**config.mk**
```make
export PLATFORM = sky130hd
export DESIGN_NAME = uart_tx_engine
export DESIGN_NICKNAME = d
export VERILOG_FILES = /design/src/rtl/uart_tx_engine.sv
export SDC_FILE = /design/constraint.sdc
export NUM_CORES = 1
export LEC_CHECK = 0
export ABC_AREA = 1
export ABC_CLOCK_PERIOD_IN_PS = 5600
export BUFFER_PORTS_ARGS = -buffer_cell sky130_fd_sc_hd__buf_2
export CORE_UTILIZATION = 40
export DETAILED_ROUTE_END_ITERATION = 10
export PLACE_DENSITY = 0.61
export SYNTH_ARGS = -nofsm -noshare
export SYNTH_HDL_FRONTEND = slang
export SYNTH_SLANG_ARGS = --single-unit
```
**constraint.sdc**
```tcl
create_clock -name PCLK -period 5.6 [get_ports PCLK]
set_clock_uncertainty 0.05 [all_clocks]
set_input_delay 1.12 -clock PCLK [delete_from_list [all_inputs] [get_ports PCLK]]
set_output_delay 1.12 -clock PCLK [all_outputs]
set_load 0.03 [all_outputs]
```
**src/rtl/uart_tx_engine.sv**
```systemverilog
// 8N1 UART transmit engine: start bit, DATA_W data bits LSB-first, stop bit.
// Frame data and the baud divisor are latched at frame start, so later input
// changes do not affect a frame in flight. Every output is registered.
module uart_tx_engine #(
  parameter int unsigned DATA_W = 8,
  parameter int unsigned DIV_W  = 16
) (
  input  logic              PCLK,
  input  logic              PRESET,
  input  logic              tx_en,
  input  logic              tx_start,
  input  logic [DATA_W-1:0] tx_data,
  input  logic [DIV_W-1:0]  baud_div,
  output logic              tx_o,
  output logic              tx_busy,
  output logic              tx_done
);

  localparam int unsigned BitCntW = (DATA_W > 1) ? $clog2(DATA_W) : 1;

  typedef enum logic [1:0] {StIdle, StStart, StData, StStop} state_e;

  state_e               r_state, w_state_d;
  logic [DATA_W-1:0]    r_shift, w_shift_d;
  logic [DIV_W-1:0]     r_div, w_div_d;
  logic [DIV_W-1:0]     r_baud_cnt, w_baud_cnt_d;
  logic [BitCntW-1:0]   r_bit_cnt, w_bit_cnt_d;
  logic                 r_tx, w_tx_d;
  logic                 r_busy, w_busy_d;
  logic                 r_done, w_done_d;

  logic [DIV_W-1:0]     w_div_eff;
  logic [DATA_W-1:0]    w_shift_sr;
  logic                 w_bit_end;
  logic                 w_last_bit;

  // A divisor of 0 behaves like 1: one clock per bit.
  assign w_div_eff  = (baud_div == '0) ? DIV_W'(1) : baud_div;
  assign w_shift_sr = r_shift >> 1;
  // r_div is at least 1 whenever this is used outside idle.
  assign w_bit_end  = (r_baud_cnt == (r_div - DIV_W'(1)));
  assign w_last_bit = (r_bit_cnt == BitCntW'(DATA_W - 1));

  // Next-state and registered-output logic.
  always_comb begin
    w_state_d    = r_state;
    w_shift_d    = r_shift;
    w_div_d      = r_div;
    w_baud_cnt_d = r_baud_cnt;
    w_bit_cnt_d  = r_bit_cnt;
    w_tx_d       = r_tx;
    w_busy_d     = r_busy;
    w_done_d     = 1'b0;

    unique case (r_state)
      StIdle: begin
        w_tx_d   = 1'b1;
        w_busy_d = 1'b0;
        if (tx_en && tx_start) begin
          w_state_d    = StStart;
          w_shift_d    = tx_data;
          w_div_d      = w_div_eff;
          w_baud_cnt_d = '0;
          w_bit_cnt_d  = '0;
          w_tx_d       = 1'b0;
          w_busy_d     = 1'b1;
        end
      end
      StStart: begin
        if (w_bit_end) begin
          w_state_d    = StData;
          w_baud_cnt_d = '0;
          w_tx_d       = r_shift[0];
        end else begin
          w_baud_cnt_d = r_baud_cnt + DIV_W'(1);
        end
      end
      StData: begin
        if (w_bit_end) begin
          w_baud_cnt_d = '0;
          if (w_last_bit) begin
            w_state_d = StStop;
            w_tx_d    = 1'b1;
          end else begin
            w_shift_d   = w_shift_sr;
            w_bit_cnt_d = r_bit_cnt + BitCntW'(1);
            w_tx_d      = w_shift_sr[0];
          end
        end else begin
          w_baud_cnt_d = r_baud_cnt + DIV_W'(1);
        end
      end
      StStop: begin
        if (w_bit_end) begin
          w_state_d    = StIdle;
          w_baud_cnt_d = '0;
          w_tx_d       = 1'b1;
          w_busy_d     = 1'b0;
          w_done_d     = 1'b1;
        end else begin
          w_baud_cnt_d = r_baud_cnt + DIV_W'(1);
        end
      end
      default: begin
        w_state_d = StIdle;
        w_tx_d    = 1'b1;
        w_busy_d  = 1'b0;
      end
    endcase

    // Dropping the enable mid-frame aborts without a done pulse.
    if ((r_state != StIdle) && !tx_en) begin
      w_state_d    = StIdle;
      w_baud_cnt_d = '0;
      w_bit_cnt_d  = '0;
      w_tx_d       = 1'b1;
      w_busy_d     = 1'b0;
      w_done_d     = 1'b0;
    end
  end

  // State and output registers with synchronous reset.
  always_ff @(posedge PCLK) begin
    if (PRESET) begin
      r_state    <= StIdle;
      r_shift    <= '0;
      r_div      <= '0;
      r_baud_cnt <= '0;
      r_bit_cnt  <= '0;
      r_tx       <= 1'b1;
      r_busy     <= 1'b0;
      r_done     <= 1'b0;
    end else begin
      r_state    <= w_state_d;
      r_shift    <= w_shift_d;
      r_div      <= w_div_d;
      r_baud_cnt <= w_baud_cnt_d;
      r_bit_cnt  <= w_bit_cnt_d;
      r_tx       <= w_tx_d;
      r_busy     <= w_busy_d;
      r_done     <= w_done_d;
    end
  end

  assign tx_o    = r_tx;
  assign tx_busy = r_busy;
  assign tx_done = r_done;

endmodule

```
After elaboration in Yosys (flattened, before gate mapping)
Index checks and enable logic that the tools add are counted.
{"block": "word_totals", "elab_cells": 67, "register_bits": 48}
{"block": "classes", "add_sub_neg": 3, "n_eq_ne": 11, "muxes": 28, "reduce_logical": 16, "n_bitwise": 1}
{"op": "$mux 16", "n": 3}
{"op": "$pmux 16 s2", "n": 1}
{"op": "$mux 8", "n": 3}
{"op": "$add 16x1->16 const B", "n": 1}
{"op": "$eq 16x16->1", "n": 1}
{"op": "$logic_not 16->1", "n": 1}
{"op": "$pmux 8 s2", "n": 1}
{"op": "$sub 16x1->16 const B", "n": 1}
{"op": "$ne 2x2->1 const B", "n": 6}
{"op": "$mux 2", "n": 5}
{"op": "$mux 3", "n": 3}
{"op": "$mux 1", "n": 8}
{"op": "$pmux 2 s4", "n": 1}
{"op": "$pmux 3 s2", "n": 1}
{"op": "$reduce_bool 2->1", "n": 3}
{"op": "$reduce_or 3->1", "n": 2}
{"op": "$reduce_and 5->1", "n": 1}
{"op": "$eq 2x2->1 const B", "n": 2}
{"op": "$pmux 1 s4", "n": 1}
{"op": "$reduce_and 2->1", "n": 2}
{"op": "$reduce_and 4->1", "n": 1}
{"op": "$add 3x1->3 const B", "n": 1}
{"op": "$eq 3x3->1 const B", "n": 1}
{"op": "$reduce_and 3->1", "n": 1}
{"op": "7 further kinds", "n": 8}

Logic depth before layout (Yosys ltp)
Gate-level depths: netlist (run 1).
{"block": "depth", "ltp_word": 4, "depth_mapped": 18, "ltp_nobuf": 17}

Worst setup path after synthesis (run 1)
Ideal clock, no wire load.
{"block": "synth_timing", "path_kind": "in2reg", "start": "input tx_en", "end": "register r_shift[1]", "slack_ns": 3.255, "setup_time_ns": 0.113, "arrival_time_ns": 2.182, "stages": 8, "cell_sequence": "nand2_1 > inv_1 > nor2_1 > a211oi_2 > nand2_4 > buf_6 > nor2_1 > nor2_1"}
{"block": "synth_via", "elab_chain_cells": 3}
{"item": "start, declared", "line": "10", "text": "input logic tx_en,"}
{"item": "$logic_and 1x1->1", "line": "59", "text": "if (tx_en && tx_start) begin"}
{"item": "$ne 2x2->1 (no source line)"}
{"item": "$reduce_and 4->1 (no source line)"}
{"item": "end signal, assigned", "line": "135", "text": "r_shift <= w_shift_d;"}
{"item": "end, declared", "line": "24", "text": "logic [DATA_W-1:0] r_shift, w_shift_d;"}
Every way passes these cells.
A chain may end at the register's enable or synchronous reset.

Final worst setup path (run 1)
{"block": "layout_timing", "start": "input tx_en", "end": "register r_baud_cnt[13]"}
{"block": "layout_via", "elab_chain_cells": 3}
{"item": "$logic_not 1->1", "line": "112", "text": "if ((r_state != StIdle) && !tx_en) begin"}
{"item": "$logic_and 1x1->1", "line": "112"}
{"item": "$reduce_or 2->1 (no source line)"}
{"item": "end signal, assigned", "line": "137", "text": "r_baud_cnt <= w_baud_cnt_d;"}
{"item": "end, declared", "line": "26", "text": "logic [DIV_W-1:0] r_baud_cnt, w_baud_cnt_d;"}
Several ways; a longest one is shown, not always the timed one.

==> flow_summary.json, run 1 <==
{
  "status": "finished, final reports clean",
  "finalSetupViolations": 0,
  "first_global_vias": 3127,
  "grt_pass1_wl_um": 13800,
  "io_pins": 31,
  "drt_iter0_markers": 146,
  "cts_buffers": 5,
  "timing.final.crit_share_pct": 56.1,
  "post_cts_buffers": 0,
  "layout_common_cells": "nand2_1, nor2_1, inv_1",
  "pwr-share-seq_pct": 32.5,
  "routed_wl_um": 8180,
  "relSlewSlack_pct": 15.6,
  "cts.repair.resized": 0,
  "worstSetupEndpointType": "flop",
  "gp_congestion": 0.832,
  "port_buffers": 30,
  "p_sw_share_pct": 45.8,
  "hold_path_class": "reg -> reg",
  "p_leak_nw": 1.68,
  "start_kind": "input port",
  "cts.sinks": 48,
  "power.share.combinational_pct": 51.0,
  "die_h_um": 92.8,
  "post-dp-hpwl_um": 6290,
  "drt-pass1-iter-count": 4,
  "dieWidth_um": 92.8,
  "timing.setup.tns_ps": 0,
  "antenna_cells": 0,
  "std_cell_rows": 32,
  "ctsHoldBuffers": 0,
  "drc": 0,
  "ir_drop_mv": 0.207,
  "yosys_warnings": 0,
  "place_ws_ps": 2180,
  "root_buffer": "clkbuf_8",
  "clk-insertion-delay-late_ps": 300,
  "critPathMaxFanout": 18,
  "min_period_ps": 3140,
  "max_stage_delay_ps": 940,
  "setup_slack_ps": 2460,
  "core-area_um2": 7850,
  "synthesis.nets": 565,
  "via_per_inst": 5.04,
  "htreeDepth": 2,
  "final_common_cell": "nand2_1",
  "grt_max_degree": 23,
  "p_switching_mw": 0.629,
  "rsz0062_at_grt": "false",
  "drive_gt1_share_pct": 11.8,
  "path_clk_slew_ps": 90,
  "die-area_um2": 8610,
  "slowest_stage": "nor2_1",
  "fin_nets": 590,
  "synth_async_sr_flop_share_pct": 0,
  "grt_overflow_total": 0,
  "ant_nets": 0,
  "clock_path_buffers": 2,
  "synth_flop_cell": "dfxtp_1",
  "synth_edf_count": 0,
  "cts_tree": "built",
  "path_cells": "buf_2 > nand2_1 > inv_1 > nor2_1 > nor2_1 > inv_1 > nor3_1 > nand2_1 > a21oi_1",
  "clock.fmax_mhz": 318,
  "final_hold_viol_count": 0,
  "critPathKind": "in -> reg",
  "syn_inst": 528,
  "synth-seq-area-share_pct": 29.1,
  "area_growth_pct": 9.79,
  "critPathRequiredTime_ps": 5740,
  "hold_slack_ps": 437,
  "antenna_found_initial": 0,
  "ys_ff_latch": 48,
  "vias": 3298,
  "yosysUniqueCellTypes": 38,
  "final-max-slew-violation-count": 0,
  "p_per_area_nw_per_um2": 380,
  "maxCapViolCount": 0,
  "p_int_mw": 0.745,
  "avgSynthCellArea_um2": 6.24,
  "initial_utilization_pct": 42.0,
  "drt-wirelength-per-cell_um": 12.5,
  "tightest_slew_ps": 1260,
  "track_usage_pct": 19.9,
  "synth_area_um2": 3300,
  "clockPowerShare_pct": 16.5,
  "critical_path_arrival_ps": 3280
}
==> synth_stat cells (2+ instances only) <==
cell      count  area, um^2
a211oi_1      5        37.5
a21oi_1      26         130
a31oi_1       2        12.5
buf_2         4        20.0
clkbuf_1      8        30.0
dfxtp_1      48         961
ha_1          9         113
inv_1        55         206
nand2_1     134         503
nand2_2      10        62.6
nand2_4       2        22.5
nand3_1      34         170
nand3b_1      8        60.1
nand4_1      13        81.3
nor2_1       91         342
nor2_2        6        37.5
nor3_1        4        20.0
nor4_1        5        31.3
o21ai_0      27         135
or2_2         3        18.8
xnor2_1       6        52.6
xor2_1       12         105
==> kinds of logic (layout without fill, tap and decap cells) <==
logic type      Yosys count  in the layout  share of synthesized area (%)
simple gates            316            316                           43.1
buf+inv                  71             96                           8.50
compound gates           65             65                           10.8
flops                    48             48                           29.1
xor+xnor                 18             18                           4.78
fa+ha+maj                 9              9                           3.42
mux                       1              1                          0.304
==> cell type report <==
cell class / count / area (um^2)
inverters: 57 / 214
fillers: 877 / 4230
repair buffers: 32 / 165
multi-input cells: 409 / 2060
well taps: 102 / 128
clock buffers: 7 / 96.3
flip-flops and latches: 48 / 961
==> registers in the layout (all words and copies together) (netlist names) <==
signal      flops
r_shift         8
r_bit_cnt       3
tx_o            1
r_div          16
tx_done         1
r_state         2
r_baud_cnt     16
tx_busy         1
==> metal layers <==
layer  global-route usage [%]  routed length (um)
met1                     24.7                3880
met2                     34.4                3790
met3                     2.96                 255
met4                     7.82                 250
met5                        0                   0
==> power groups by stage <==
| stage | Clock [mW] | Sequential (mW) | Combinational [mW] |
|---|---|---|---|
| floorplan | 0 | 0.447 | 0.563 |
| global placement | 0 | 0.454 | 0.679 |
| detailed placement | 0 | 0.456 | 0.696 |
| CTS | 0.236 | 0.448 | 0.700 |
| global route | 0.244 | 0.454 | 0.806 |
| finish | 0.226 | 0.447 | 0.701 |
==> through the flow <==
stage	instance area, um^2	cells	total power, mW	util [%]
after floorplan	3300	528	1.01	-
after global placement	3520	648	1.13	44.9
after detailed placement	3520	648	1.15	44.9
after CTS	3620	655	1.38	46.1
after global routing	3620	655	1.50	46.1
final	3620	655	1.37	46.1
==> worst max-delay path, delay by kind of cell <==
family                 cells  cell delay, ps
buffers and inverters      3             370
AOI/OAI and AO/OA          1              60
and+or+nand+nor            5            1730
==> final timing paths <==
check             slack (ps)  cells past startpoint        endpoint  startpoint
setup / recovery        2460                      9  r_baud_cnt[13]       tx_en
hold / removal           440                      2         tx_busy     tx_busy
setup reg to reg        2750                      9  r_baud_cnt[13]  r_state[0]
hold reg to reg          440                      2         tx_busy     tx_busy
(Power assumes the default switching activity.)
==> inputs of run 2 (changes only) <==
--- a/config.mk
+++ b/config.mk
@@ -6,7 +6,7 @@
 export NUM_CORES = 1
 export LEC_CHECK = 0
 export ABC_AREA = 1
-export ABC_CLOCK_PERIOD_IN_PS = 5600
+export ABC_CLOCK_PERIOD_IN_PS = 3250
 export BUFFER_PORTS_ARGS = -buffer_cell sky130_fd_sc_hd__buf_2
 export CORE_UTILIZATION = 40
 export DETAILED_ROUTE_END_ITERATION = 10
==> constraint.sdc (replaced) <==
create_clock -name PCLK -period 3.25 [get_ports PCLK]
set_clock_uncertainty 0.05 [all_clocks]
set_input_delay 0.65 -clock PCLK [delete_from_list [all_inputs] [get_ports PCLK]]
set_output_delay 0.65 -clock PCLK [all_outputs]
set_load 0.03 [all_outputs]
==> flow_summary.json, run 2 (synthesized netlist as in run 1, its figures left out) <==
{
  "clk-insertion-delay-late_ps": 310,
  "grt_pass1_wl_um": 14100,
  "cts_buffers": 5,
  "tightest_slew_ps": 648,
  "track_usage_pct": 20.4,
  "reg2reg_slack_ps": 830,
  "cts_tree": "built",
  "fillers": 865,
  "ant_nets": 0,
  "std_cell_rows": 32,
  "antenna_found_initial": 0,
  "path_clk_slew_ps": 90,
  "ff2ff_path_depth": 13,
  "dieWidth_um": 92.8,
  "hold_slack_ps": 440,
  "cp_num_cells": 13,
  "vias": 3298,
  "status": "finished, final reports clean",
  "via_per_inst": 5.01,
  "post_cts_buffers": 0,
  "reg_top3": "r_baud_cnt: 16 flops, r_div: 16 flops, r_shift: 8 flops",
  "p_per_area_nw_per_um2": 644,
  "relSlewSlack_pct": 56.7,
  "drt_iter0_markers": 114,
  "crit_end": "r_state[1]",
  "max_stage_delay_ps": 480,
  "final-max-slew-violation-count": 0,
  "io_pins": 31,
  "first_global_vias": 3136,
  "htreeDepth": 2,
  "ctsHoldBuffers": 0,
  "root_buffer": "clkbuf_8",
  "grt_overflow_total": 0,
  "fin_nets": 593,
  "die_h_um": 92.8,
  "antenna_cells": 0,
  "cts.sinks": 48,
  "maxCapViolCount": 0,
  "routed_wl_um": 8150,
  "critPathRequiredTime_ps": 3410,
  "grt_max_degree": 23,
  "reg2reg_from": "r_div[0]",
  "min_from": "tx_busy",
  "ir_drop_mv": 0.301,
  "post-dp-hpwl_um": 6340,
  "final_hold_viol_count": 0,
  "layout_common_cells": "nand2_1, nor2_1, inv_1",
  "worstSetupEndpointType": "flop",
  "timing.setup.tns_ps": 0,
  "drt-wirelength-per-cell_um": 12.4,
  "critical_path_arrival_ps": 2580,
  "clock_path_buffers": 2,
  "area_growth_pct": 9.91,
  "initial_utilization_pct": 42.0,
  "start_kind": "flop",
  "final_common_cell": "nand2_1",
  "fin_util_pct": 46.2,
  "crit_start": "r_div[0]",
  "reg2reg_to": "r_state[1]",
  "critPathKind": "reg -> reg",
  "dp_cells": 651,
  "timing.final.crit_share_pct": 74.5,
  "path_cells": "inv_1 > ha_1 > nand2_2 > nor2_4 > nand2_1 > nand2_2 > o21ai_0 > nor2_1 > nand3_1 > o21ai_0 > nand3_1 > nand2_1 > nor2_1",
  "slowest_stage": "o21ai_0",
  "die-area_um2": 8610,
  "crit_family": "simple AND/OR/NAND/NOR gates",
  "p_leak_nw": 1.69,
  "hold_path_class": "reg -> reg",
  "drc": 0,
  "core-area_um2": 7850,
  "min_period_ps": 2420,
  "clock.fmax_mhz": 413,
  "drive_gt1_share_pct": 12.1,
  "cts.repair.resized": 0,
  "finalSetupViolations": 0,
  "fin_cells": 658,
  "rsz0062_at_grt": "false",
  "gp_congestion": 0.850,
  "critPathMaxFanout": 7,
  "critPathBufInv": 1,
  "port_buffers": 30,
  "drt-pass1-iter-count": 4
}
-- run 2: cell types whose count changed in the layout (fill, tap and decap cells not counted), sizes merged --
cell and change:
clkinv +1, buf +3, clkbuf -1
-- run 2: worst register-to-register path: stages (launching register included) --
cell     delay, ps
dfxtp_1        320
inv_1          170
ha_1           310
nand2_2        120
nor2_4         160
nand2_1         80
nand2_2         80
o21ai_0         80
nor2_1         110
nand3_1        130
o21ai_0        480
nand3_1        130
nand2_1         90
nor2_1          40
-- run 2: routing by layer --
metal	GRT usage, %	up-vias	part of all wire (%)
met3	3.20	16	2.8
met1	24.4	1488	46
met2	36.0	51	48
li1	-	1743	-
met4	8.46	0	2.6
met5	0	-	0
-- run 2: area by class of cell --
class	instances	area, um^2	area share [%]
Tap cell	102	128	3.52
Multi-Input combinational cell	409	2060	56.7
Clock buffer	6	72.6	2.00
Timing Repair Buffer	35	188	5.18
Inverter	57	214	5.90
Sequential cell	48	961	26.5
Clock inverter	1	5.00	0.138
-- run 2: worst min path at each step --
stage | slack [ps] | end | cells after the start
final | 440 | tx_busy | 2
after global routing | 470 | tx_busy | 2
after CTS | 440 | tx_busy | 2
after detailed placement | 430 | tx_busy | 2
after global placement | 420 | r_bit_cnt[1] | 2
after floorplan | 400 | r_shift[0] | 2
-- run 2: per-stage QoR --
stage	total power [mW]	instance area, um^2	worst slack, ps
5_1_grt	2.57	3620	547
3_5_place_dp	1.99	3550	882
2_1_floorplan	1.74	3300	1120
6_report	2.33	3620	829
4_1_cts	2.35	3620	870
3_3_place_gp	1.98	3550	926
-- run 2: where the power goes --
| part | internal (mW) | switching [mW] |
|---|---|---|
| combinational | 0.419 | 0.796 |
| clock | 0.147 | 0.202 |
| sequential | 0.686 | 0.0839 |
